--- src/rtl/ram_pkg.sv ---
// Shared types and helpers for the parametrised single-port RAM.
package ram_pkg;

    typedef enum logic {
        CLEAR = 1'b0,
        READY = 1'b1
    } ram_state_e;

    // The merge helper works on a fixed maximum width; callers zero-extend
    // their word and mask into it and truncate the result back.
    localparam int MAX_W  = 256;
    localparam int MAX_NB = MAX_W / 8;

    function automatic int num_bytes(input int data_w);
        return data_w / 8;
    endfunction

    // Bytes with mask=1 come from new_w, all others keep old_w.
    function automatic logic [MAX_W-1:0] byte_merge(
        input logic [MAX_W-1:0]  old_w,
        input logic [MAX_W-1:0]  new_w,
        input logic [MAX_NB-1:0] mask
    );
        logic [MAX_W-1:0] res;
        res = old_w;
        for (int i = 0; i < MAX_NB; i++) begin
            if (mask[i]) begin
                res[8*i +: 8] = new_w[8*i +: 8];
            end
        end
        return res;
    endfunction

endpackage

--- src/rtl/ram_out_stage.sv ---
// One-stage read pipeline: data is captured only with a valid beat so the
// output holds its last read result between reads.
module ram_out_stage #(
    parameter int DATA_W = 8
) (
    input  logic              clk,
    input  logic              reset,
    input  logic [DATA_W-1:0] data_i,
    input  logic              valid_i,
    output logic [DATA_W-1:0] data_o,
    output logic              valid_o
);

    logic [DATA_W-1:0] data_q;
    logic              valid_q;

    // Register the read beat; reset discards anything in flight.
    always_ff @(posedge clk) begin
        if (reset) begin
            data_q  <= '0;
            valid_q <= 1'b0;
        end else begin
            valid_q <= valid_i;
            if (valid_i) begin
                data_q <= data_i;
            end
        end
    end

    assign data_o  = data_q;
    assign valid_o = valid_q;

endmodule

--- src/rtl/param_ram.sv ---
// Parametrised single-port RAM with byte enables, write-first reads, an
// optional output register and a post-reset zeroing sweep.
module param_ram
    import ram_pkg::*;
#(
    parameter int DATA_W  = 8,
    parameter int ADDR_W  = 3,
    parameter int DEPTH   = 2**ADDR_W,
    parameter int OUT_REG = 0
) (
    input  logic                clk,
    input  logic                reset,
    input  logic [DATA_W-1:0]   dIn,
    input  logic [ADDR_W-1:0]   adr,
    input  logic                writeEn,
    input  logic [DATA_W/8-1:0] byteEn,
    input  logic                readEn,
    output logic [DATA_W-1:0]   dOut,
    output logic                dValid,
    output logic                busy
);

    localparam int              NB      = num_bytes(DATA_W);
    // One extra bit so DEPTH == 2**ADDR_W is representable.
    localparam logic [ADDR_W:0] DEPTH_L = (ADDR_W+1)'(DEPTH);
    localparam logic [ADDR_W-1:0] LAST  = ADDR_W'(DEPTH - 1);

    ram_state_e          state_q;
    logic [ADDR_W-1:0]   clr_ptr_q;

    // No reset on the array so it maps onto RAM primitives.
    logic [DATA_W-1:0]   mem [0:DEPTH-1];

    logic                in_range;
    logic                wr_acc;
    logic                rd_acc;
    logic [DATA_W-1:0]   rd_word;
    logic [DATA_W-1:0]   merged_word;
    logic [DATA_W-1:0]   rd_data_d;
    logic [DATA_W-1:0]   rd_data_q;
    logic                rd_valid_q;

    // Request qualification and write-first data selection.
    always_comb begin
        in_range    = ({1'b0, adr} < DEPTH_L);
        wr_acc      = !reset && (state_q == READY) && writeEn && in_range;
        rd_acc      = !reset && (state_q == READY) && readEn && in_range;
        rd_word     = mem[adr];
        merged_word = DATA_W'(byte_merge(MAX_W'(rd_word), MAX_W'(dIn),
                                         MAX_NB'(byteEn[NB-1:0])));
        rd_data_d   = writeEn ? merged_word : rd_word;
    end

    // Sequencer: sweep every word to zero after reset, then serve requests.
    always_ff @(posedge clk) begin
        if (reset) begin
            state_q   <= CLEAR;
            clr_ptr_q <= '0;
        end else begin
            case (state_q)
                CLEAR: begin
                    if (clr_ptr_q == LAST) begin
                        state_q <= READY;
                    end else begin
                        clr_ptr_q <= clr_ptr_q + 1'b1;
                    end
                end
                READY:   state_q <= READY;
                default: state_q <= CLEAR;
            endcase
        end
    end

    // Storage write port: sweep zeroes take priority over user writes.
    always_ff @(posedge clk) begin
        if (!reset) begin
            if (state_q == CLEAR) begin
                mem[clr_ptr_q] <= '0;
            end else if (wr_acc) begin
                mem[adr] <= merged_word;
            end
        end
    end

    // First read stage; data only moves with an accepted read.
    always_ff @(posedge clk) begin
        if (reset) begin
            rd_data_q  <= '0;
            rd_valid_q <= 1'b0;
        end else begin
            rd_valid_q <= rd_acc;
            if (rd_acc) begin
                rd_data_q <= rd_data_d;
            end
        end
    end

    generate
        if (OUT_REG != 0) begin : g_out_reg
            ram_out_stage #(
                .DATA_W (DATA_W)
            ) u_out_stage (
                .clk     (clk),
                .reset   (reset),
                .data_i  (rd_data_q),
                .valid_i (rd_valid_q),
                .data_o  (dOut),
                .valid_o (dValid)
            );
        end else begin : g_out_bypass
            assign dOut   = rd_data_q;
            assign dValid = rd_valid_q;
        end
    endgenerate

    assign busy = (state_q == CLEAR);

endmodule

--- config.mk ---
export PLATFORM = sky130hd
export DESIGN_NAME = param_ram
export DESIGN_NICKNAME = d
export VERILOG_FILES = /design/src/rtl/ram_pkg.sv /design/src/rtl/ram_out_stage.sv /design/src/rtl/param_ram.sv
export SDC_FILE = /design/constraint.sdc
export NUM_CORES = 1
export LEC_CHECK = 0
export ABC_AREA = 1
export BUFFER_PORTS_ARGS = -buffer_cell sky130_fd_sc_hd__buf_2
export CAP_MARGIN = 10
export CORE_ASPECT_RATIO = 2
export CORE_MARGIN = 8
export CORE_UTILIZATION = 50
export CTS_CLUSTER_DIAMETER = 40
export DETAILED_ROUTE_END_ITERATION = 10
export PLACE_DENSITY = 0.68
export RECOVER_POWER = 100
export SLEW_MARGIN = 40
export SYNTH_ARGS = -nofsm -noshare
export SYNTH_HDL_FRONTEND = slang
export SYNTH_SLANG_ARGS = --single-unit
--- constraint.sdc ---
create_clock -name clk -period 2.1 [get_ports clk]
set_input_delay 0.21 -clock clk [delete_from_list [all_inputs] [get_ports clk]]
set_output_delay 0.21 -clock clk [all_outputs]
set_load 0.005 [all_outputs]
---- Word-level counts from Yosys, hierarchy flattened ----
Memory sizes are Yosys's and may differ from the RTL's.
Cells that the tools add are included.
W data, S select, Z words.
operators by class
  add/subtract/negate cells ............... 1
  equal/unequal tests ..................... 1
  muxes and demuxes ....................... 14
  bitwise operators ....................... 2
  reductions and logical operators ........ 6
operator list
  operator               count
  $mux W8                3
  $mux W1                9
  $reduce_or A8 Y1       1
  $add A3 B1 Y3 const B  1
  $eq A3 B3 Y1 const B   1
  $logic_and A1 B1 Y1    3
  $mux W3                1
  $not A1 Y1             2
  $pmux W1 S2            1
  $reduce_and A2 Y1      1
  $logic_not A1 Y1       1
word-level totals
  flip-flop bits (word level) ............. 13
  bits in writable memories ............... 64
  input port bits ......................... 16
  output and inout port bits .............. 10
  word-level logic and storage cells ...... 29
  memories kept ........................... 1
memory list
  memory  words  width  read ports  clocked after Yosys merged registers in  wr ports  line             text
  mem     8      8      1           0                                        1         param_ram.sv:32  logic [DATA_W-1:0] mem [0:DEPTH-1];

---- Longest topological paths before layout ----
  depth after elaboration ................. 9
  depth in mapped cells ................... 11
  mapped depth without buffers ............ 9

---- Worst setup path after synthesis ----
Ideal clock, no wire load.
  path kind ............................... register to register
  from .................................... reg state_q
  to ...................................... mem mem[0][0] (enable)
  arrival ................................. 1.308 ns
  data required time ...................... 1.730 ns
  slack ................................... 0.422 ns
  stages on the path, launching flop included .. 7
  buffers on the path ..................... 0
  period minus slack after synthesis ...... 1.678 ns
  cell sequence ........................... dfxtp_1 inv_2 nor2_4 nand2_2 o21ai_0 nand2_1 nor2_1
between the ends
  cells in the longest elaborated chain, start to end .. 8
ends and longest elaborated chain
  item                                                 line             text
  start, declared                                      param_ram.sv:28  ram_state_e state_q;
  start signal, assigned                               param_ram.sv:57  state_q <= CLEAR;
  start signal, assigned                               param_ram.sv:63  state_q <= READY;
  start signal, assigned                               param_ram.sv:68  READY: state_q <= READY;
  $logic_and A1 B1 Y1 (2 in a row)                     param_ram.sv:46  wr_acc = !reset && (state_q == READY) && writeEn && in_range;
  $mux W1                                              param_ram.sv:79  end else if (wr_acc) begin
  $mux W1                                              param_ram.sv:77  if (state_q == CLEAR) begin
  $mux W1                                              param_ram.sv:76  if (!reset) begin
  $mux W1 (not written as such)                        param_ram.sv:80  mem[adr] <= merged_word;
  $reduce_or A8 Y1 (no line)                           --
  $mux W3 (no line) / $mux W1 (equally long branches)  --
  end, declared                                        param_ram.sv:32
Several ways; a longest one is shown, not always the timed one.

---- Worst setup path in the final report ----
  from .................................... reg state_q
  to ...................................... mem mem[7][1] (enable)
Same word-level chain as after synthesis.

==> summary.md <==
| Metric | Value |
|---|---|
| Final setup violation count | `0` |
| RSZ-0062 raised after global routing | `false` |
| DIE AREA | `0.0105 sq mm` |
| Nets | `468` |
| Synth Area in Simple Gates | `23.5%` |
| Layout cell share with drive strength beyond 1 | `11.0%` |
| Clk sink count | `77` |
| Asr flop ratio synth | `0%` |
| Port Buffer Count | `25` |
| Total routed wirelength | `8930 um` |
| Switch share | `21.7%` |
| Crit path DAT | `1800 ps` |
| Hold crit path type | `in2reg` |
| Crit path kind | `reg2reg` |
| Number of global-route vias before repair | `2763` |
| CTS root buffer | `clkbuf_16` |
| Power per cell area | `863 mW/mm^2` |
| Fin crit share | `85.7%` |
| EDFF count, synth | `64` |
| DRC | `0` |
| Syn nets | `429` |
| Main combinational cell family by area after synthesis | `simple AND/OR/NAND/NOR gates` |
| Resize count post-CTS | `0` |
| Clock power share | `44.3%` |
| Fmax | `556 MHz` |
| Mux cell area share after synthesis | `0%` |
| Antenna fix cells | `0` |
| Routed Antenna Nets | `0` |
| Number of DRC markers in iteration 0 | `198` |
| TritonCTS buffer count | `9` |
| DR WL/cell | `16.3 um` |
| Min Tclk post-route | `1800 ps` |
| Peak supply drop | `627 uV` |
| Synth cell types | `22` |
| Clock Path Buffers | `2` |
| Logic pwr share | `8.2%` |
| NetSw | `780 uW` |
| Sequential share of the synthesized area | `59.4%` |
| P_int | `2820 uW` |
| GR Util All Layers | `17.9%` |
| # rows | `44` |
| Post-CTS Setup Bufs | `0` |
| Synthesis-stage register bit count | `77` |
| Leakage power | `0.00192 uW` |
| Reg power frac | `47.4%` |
| Max-Cap Viols | `0` |
| Top Ports | `26` |
| Relative slew slack | `68.6%` |
| CP startpoint kind | `flop` |
| Hold Buf Count CTS | `0` |
| Crit path required time | `2100 ps` |
| Die width | `76.6 um` |
| Type of element capturing the critical path | `flop` |
| Cell taking the most area after synthesis | `edfxtp_1` |
| Area of the core | `0.00721 sq mm` |
| Yosys warning count | `0` |
| Cell Area, Synth | `0.00367 sq mm` |
| First-pass GRT wire length | `14200 um` |
| Die Y | `137 um` |
| Yosys top cell area share | `52.4%` |
| CTS clk-pin slew, worst paths | `60 ps` |
| Synth Area in XOR/XNOR | `0%` |
| Area delta synth->final | `13.6%` |
| Utilization after layout | `57.8%` |
| Mapped Cells | `411` |
| Setup TNS | `0 ps` |
| Overflow after GRT | `0` |
| Clock Latency Late Sink | `330 ps` |
| Slew @ Worst Pin | `471 ps` |
| Synth top area cells | `edfxtp_1 (52%), nand2_1 (12%), inv_1 (8.3%)` |
| Via density | `5.05` |
| RePlAce Congestion | `0.870` |
| Vias post-DR | `2760` |
| Drt first pass iters | `4` |
| Worst Path Max Fanout | `8` |
| Top cells by count, synth | `nand2_1 (117), inv_1 (81), edfxtp_1 (64)` |
| CTS tree | `done` |
| Most common cell in the netlist | `nand2_1` |
| Dpl hpwl | `6260 um` |
| Final slew viol count | `0` |
| Largest net degree at the start of global routing | `34` |
| Post-Syn Area per Cell | `8.93 sq um` |
| Top FF cell, synth | `edfxtp_1` |
| Initial antenna violation count | `0` |
| Adder-Cell Fraction of Synth Area | `0.682%` |
| Run status | `finished clean` |
| Final hold vios | `0` |
| Initial Util | `50.9%` |
| H-tree depth | `3` |
| Filler Cells Inserted | `677` |
| Worst clock skew | `6.68 ps` |
| Compound-cell area share of the yosys netlist | `4.29%` |
-- power groups by stage --
| stage | sequential (uW) | clock (uW) | combinational [uW] |
|---|---|---|---|
| 6_report | 1710 | 1600 | 297 |
| 5_1_grt | 1710 | 1670 | 334 |
| 4_1_cts | 1710 | 1610 | 310 |
| 3_5_place_dp | 1740 | 0 | 307 |
| 3_3_place_gp | 1740 | 0 | 304 |
| 2_1_floorplan | 1740 | 0 | 214 |
-- critical path: stages (launching register included) --
cell      delay, ps
dfxtp_1         340
inv_1           100
nor2_4          120
nand2_2         100
o21ai_0         220
nand2_1         140
nor2_1          120
clkbuf_2        310
-- routing by layer --
metal	GRT usage, %	vias up	part of all wire, %
li1	-	1361	-
met1	18.2	1286	36
met2	34.4	89	56
met3	3.27	24	4.8
met4	8.30	0	2.8
met5	0	-	0
-- flip-flops by register name, indices dropped and copies added (netlist names) --
signal     cells
clr_ptr_q      3
dOut           8
dValid         1
mem           64
state_q        1
-- layout make-up --
class,instances,area (sq um),share of cell area [%]
multi-input cells,234,1010,24.2
well taps,92,115,2.76
repair buffers,42,225,5.40
inverters,86,330,7.92
clock buffers,11,233,5.58
clock inverters,5,75.1,1.80
flip-flops and latches,77,2180,52.3
-- logic make-up (layout without fill, tap and decap cells) --
logic type | count (synthesis) | count (layout)
and+or+nand+nor | 208 | 208
AOI/OAI and AO/OA | 24 | 24
DFF | 77 | 77
buffers and inverters | 100 | 144
adders and majority gates | 2 | 2
-- cells in the final DEF, fill, tap and decap left out, types with 9 or more instances in the layout --
cell type and n:
inv_1 83, nand3_1 48, nor2_1 36, dfxtp_1 13, a21oi_1 9, clkbuf_1 14, buf_2 17, edfxtp_1 64
o21ai_0 11, clkbuf_16 9, nand2_1 121
-- stage by stage --
| stage | hold WS [ps] | instance area [sq um] | std cells | setup slack [ps] | power, uW |
|---|---|---|---|---|---|
| final | 289 | 4170 | 547 | 301 | 3600 |
| after global routing | 321 | 4170 | 547 | 148 | 3710 |
| after CTS | 272 | 4250 | 547 | 414 | 3620 |
| after detailed placement | 472 | 3940 | 531 | 338 | 2050 |
| after global placement | 475 | 3940 | 531 | 347 | 2040 |
| after floorplan | 394 | 3670 | 411 | 422 | 1950 |
-- final timing paths --
path | startpoint | end | slack [ps] | cells after the start
worst min register to register | clr_ptr_q[2] | clr_ptr_q[2] | 480 | 2
worst max-delay path | state_q | mem[7][1] | 300 | 7
worst max register to register | state_q | mem[7][1] | 300 | 7
worst min-delay path | dIn[5] | dOut[5] | 290 | 5
Note: power is estimated with default switching activity, not from simulation.
